## src/rtl/simple_8bit_adder_pkg.sv

```systemverilog
// Shared constants for the registered carry-lookahead adder.
package simple_8bit_adder_pkg;
    localparam int ADDER_WIDTH = 8;
    localparam int CLA_GROUP   = 4;
endpackage : simple_8bit_adder_pkg

```

## src/rtl/simple_8bit_adder_cla4_group.sv

```systemverilog
// 4-bit carry-lookahead slice. Internal carries are fully expanded.
// The carry-out is formed from the group generate/propagate terms.
module cla4_group (
    input  logic [3:0] a,
    input  logic [3:0] b,
    input  logic       cin,
    output logic [3:0] sum,
    output logic       cout
);
    logic [3:0] w_g;
    logic [3:0] w_p;
    logic [3:0] w_c;
    logic       w_group_g;
    logic       w_group_p;

    assign w_g = a & b;
    assign w_p = a ^ b;

    assign w_c[0] = cin;
    assign w_c[1] = w_g[0] | (w_p[0] & cin);
    assign w_c[2] = w_g[1] | (w_p[1] & w_g[0]) | (w_p[1] & w_p[0] & cin);
    assign w_c[3] = w_g[2] | (w_p[2] & w_g[1]) | (w_p[2] & w_p[1] & w_g[0])
                  | (w_p[2] & w_p[1] & w_p[0] & cin);

    assign w_group_g = w_g[3] | (w_p[3] & w_g[2]) | (w_p[3] & w_p[2] & w_g[1])
                     | (w_p[3] & w_p[2] & w_p[1] & w_g[0]);
    assign w_group_p = &w_p;

    assign sum  = w_p ^ w_c;
    assign cout = w_group_g | (w_group_p & cin);
endmodule : cla4_group

```

## src/rtl/simple_8bit_adder.sv

```systemverilog
// Registered unsigned adder: {cout,sum} <= a + b + cin, one-cycle latency.
// Carry ripples between 4-bit lookahead groups; synchronous active-low reset.
module simple_8bit_adder
    import simple_8bit_adder_pkg::*;
#(
    parameter int WIDTH = ADDER_WIDTH
) (
    input  logic             clk,
    input  logic             rst_n,
    input  logic [WIDTH-1:0] a,
    input  logic [WIDTH-1:0] b,
    input  logic             cin,
    output logic [WIDTH-1:0] sum,
    output logic             cout
);
    localparam int NUM_GROUPS = WIDTH / CLA_GROUP;

    if ((WIDTH % CLA_GROUP) != 0 || WIDTH < CLA_GROUP) begin : g_width_check
        $error("simple_8bit_adder: WIDTH must be a positive multiple of 4");
    end

    logic [NUM_GROUPS:0] w_carry;
    logic [WIDTH-1:0]    w_sum;
    logic [WIDTH-1:0]    r_sum;
    logic                r_cout;

    assign w_carry[0] = cin;

    for (genvar gi = 0; gi < NUM_GROUPS; gi++) begin : g_group
        cla4_group u_cla4_group (
            .a    (a[gi*CLA_GROUP +: CLA_GROUP]),
            .b    (b[gi*CLA_GROUP +: CLA_GROUP]),
            .cin  (w_carry[gi]),
            .sum  (w_sum[gi*CLA_GROUP +: CLA_GROUP]),
            .cout (w_carry[gi+1])
        );
    end

    // Output register: reset wins over the addition at the same edge.
    always_ff @(posedge clk) begin
        if (!rst_n) begin
            r_sum  <= {WIDTH{1'b0}};
            r_cout <= 1'b0;
        end else begin
            r_sum  <= w_sum;
            r_cout <= w_carry[NUM_GROUPS];
        end
    end

    assign sum  = r_sum;
    assign cout = r_cout;
endmodule : simple_8bit_adder

```

## config.mk

```make
export PLATFORM = sky130hd
export DESIGN_NAME = simple_8bit_adder
export DESIGN_NICKNAME = d
export VERILOG_FILES = /design/src/rtl/simple_8bit_adder_pkg.sv /design/src/rtl/simple_8bit_adder_cla4_group.sv /design/src/rtl/simple_8bit_adder.sv
export SDC_FILE = /design/constraint.sdc
export NUM_CORES = 1
export LEC_CHECK = 0
export CAP_MARGIN = 20
export CORE_MARGIN = 1.5
export CORE_UTILIZATION = 37
export DETAILED_ROUTE_END_ITERATION = 16
export PLACE_DENSITY = 0.76
export SKIP_LAST_GASP = 1
export SLEW_MARGIN = 20
export SYNTH_ARGS = -nofsm -noshare
export SYNTH_HDL_FRONTEND = slang
export SYNTH_HIERARCHICAL = 1
export SYNTH_SLANG_ARGS = --single-unit
export TNS_END_PERCENT = 10
```

## constraint.sdc

```tcl
create_clock -name clk -period 2.6 [get_ports clk]
set_input_delay 0.52 -clock clk [delete_from_list [all_inputs] [get_ports clk]]
set_output_delay 0.52 -clock clk [all_outputs]
set_load 0.01 [all_outputs]
```

==> results.sh <==
export IMPL_holdPathStages=2
export IMPL_cts_hold_buf=0
export IMPL_endpoint_kind="register"
export IMPL_die_area_um2=1670
export IMPL_status="completed"
export IMPL_yosysUniqueCellTypes=10
export IMPL_routabilityCongestion=0.740
export IMPL_hold_start="rst_n"
export IMPL_period_share=0.941
export IMPL_synth_flop_cell="dfxtp_1"
export IMPL_synth_warnings=6
export IMPL_timing_fmax_mhz=409
export IMPL_hold_class="input port to register"
export IMPL_port_buffers=27
export IMPL_post_route_util=0.649
export IMPL_syn2layout_area_growth_pct=60.7
export IMPL_crit_type="input port to register"
export IMPL_grtUsageTotal=0.133
export IMPL_rsz0062_at_grt="false"
export IMPL_drc=0
export IMPL_cts_made_buffers=3
export IMPL_grt_max_degree=10
export IMPL_routedWlPerCell_um=9.10
export IMPL_num_rows=13
export IMPL_path_common_cell="a21o_1"
export IMPL_avgViaCountPerCell=4.49
export IMPL_yosys_area_share_simple=0.106
export IMPL_hold_viol_final=0
export IMPL_ys_ff_latch=9
export IMPL_dpl_hpwl_um=817
export IMPL_synthMuxAreaShare=0
export IMPL_clk_transition_reported_paths_ps=60
export IMPL_peakVddDrop_uv=178
export IMPL_synth_cell_area_um2=532
export IMPL_dr_pass1_iters=4
export IMPL_grt_pass1_wl_um=1470
export IMPL_synth_adder_area_share=0.264
export IMPL_slowest_delay_ps=430
export IMPL_slew_headroom=0.841
export IMPL_cts_sinks=9
export IMPL_seq_area_frac_synth=0.339
export IMPL_synth_top_area_frac=0.339
export IMPL_p_per_area_nw_per_um2=481
export IMPL_report_final_slew_viol_count=0
export IMPL_htreeDepth=1
export IMPL_critPathMaxFanout=2
export IMPL_synthXorXnorAreaFrac=0.0988
export IMPL_hold_end="sum[3]$_SDFF_PN0_"
export IMPL_p_leak_nw=0.414
export IMPL_cpMaxStageDelayCell="clkdlybuf4s50_1"
export IMPL_synth_largest_area_cell="dfxtp_1"
export IMPL_drt_iter0_drc=4
export IMPL_drive_gt1_frac=0.0476
export IMPL_arrival_ps=2590
export IMPL_coreArea_um2=1320
export IMPL_syn_num_nets=81
export IMPL_cp_cell_sequence="clkdlybuf4s50_1 > ha_1 > a21o_1 > a31o_1 > a21o_1 > a21o_1 > a31o_1 > a21o_1 > and2_1"
export IMPL_die_h_um=40.9
export IMPL_cts_max_path_buffers=2
export IMPL_min_period_ps=2450
export IMPL_avgSynthCellArea_um2=10.2
export IMPL_antenna_found_initial=0
export IMPL_hold_ws_ps=1030
export IMPL_routed_wl_um=901
export IMPL_synth_edff_count=0
export IMPL_num_vias=445
export IMPL_antenna_cells=0
export IMPL_ios=28
export IMPL_synth_common_cells="and2_1 (9), dfxtp_1 (9), ha_1 (8), inv_1 (8), a21o_1 (6)"
export IMPL_fin_nets=114
export IMPL_synthArstFlopShare=0
export IMPL_cp_start_kind="input port"
export IMPL_grt_pass1_vias=384
export IMPL_postRouteAntennaNets=0
export IMPL_cts_tree="built"
export IMPL_stdcell_count=99
export IMPL_synth_compound_area_frac=0.136
export IMPL_overflow=0
export IMPL_post_cts_buffers=0
export IMPL_critPathRequiredTime_ps=2750
export IMPL_cts_resized=0
export IMPL_synth_top_family_by_area="adder cells"
export IMPL_initial_core_util=0.404
export IMPL_n_fill_cell=116
export IMPL_synthTopCellsByArea="dfxtp_1 (34%), ha_1 (19%), and2_1 (11%)"
export IMPL_synth_cells=52
export IMPL_worstMarginPinSlew_ps=237
export IMPL_cts_root_buffer="clkbuf_4"
export IMPL_setup_viol=0
export IMPL_drv_cap=0
export IMPL_dpl_cell_count=95
export IMPL_die_width_um=40.9
## cells in the final DEF (no fill, tap or decap)
| cell | instances |
|---|---|
| a21oi_1 | 2 |
| dfxtp_1 | 9 |
| clkbuf_1 | 1 |
| a31o_1 | 2 |
| fa_1 | 2 |
| clkbuf_4 | 3 |
| ha_1 | 8 |
| xnor2_1 | 4 |
| inv_1 | 8 |
| buf_4 | 1 |
| and2_1 | 9 |
| clkdlybuf4s50_1 | 27 |
| a21o_1 | 6 |
| xor2_1 | 2 |
## final cells by class
cell class              instances  area [um^2]  area share
clock buffers                   4         26.3      0.0307
inverters                       8         30.0      0.0351
multi-input cells              35          322       0.376
flip-flops and latches          9          180       0.211
well taps                      15         18.8      0.0220
repair buffers                 28          278       0.325
## state kept, by name, summed over array words and instances, names as in the netlist
name	cells
cout	1
sum	8
## cell families after synthesis
logic type / count (synthesis)
adder cells (fa/ha/maj): 10
flip-flops: 9
AO/OA/AOI/OAI: 10
buffers and inverters: 8
XOR/XNOR: 6
AND/OR/NAND/NOR: 9
## how the worst max path moves through the flow
stage               startpoint               to  slack, ps  cells after the start
floorplan                 a[2]  cout$_SDFF_PN0_        420                      8
global placement          a[0]  cout$_SDFF_PN0_        -60                      9
CTS                       a[0]  cout$_SDFF_PN0_        160                      9
detailed placement        a[0]  cout$_SDFF_PN0_       -110                      9
finish                    a[0]  cout$_SDFF_PN0_        150                      9
global route              a[0]  cout$_SDFF_PN0_         80                      9
## worst max-delay path: cells and delay by family
family | cells | cell delay [ps]
buffers and inverters | 1 | 430
adders and majority gates | 1 | 300
AOI/OAI and AO/OA | 6 | 1200
and+or+nand+nor | 1 | 150
## per-stage QoR
stage                     power [mW]  setup TNS (ps)  cell area, um^2  setup slack, ps
final                          0.411               0              855              155
after global routing           0.445               0              855             84.2
after CTS                      0.417               0              855              156
after detailed placement       0.313            -208              828             -114
after global placement         0.309            -106              828            -62.0
after floorplan                0.237               0              532              416
## per-layer routing
layer / routed length (um) / up-vias / track usage
met5: 0 / - / 0
met4: 0 / 0 / 0.0750
met3: 30 / 0 / 0.0163
met2: 454 / 12 / 0.203
met1: 417 / 200 / 0.179
li1: - / 233 / -
## where the power goes
group	internal, mW	switching (mW)
clock	0.0589	0.0443
sequential	0.156	0.00431
combinational	0.0941	0.0533
Power figures use the tool's default switching activity.
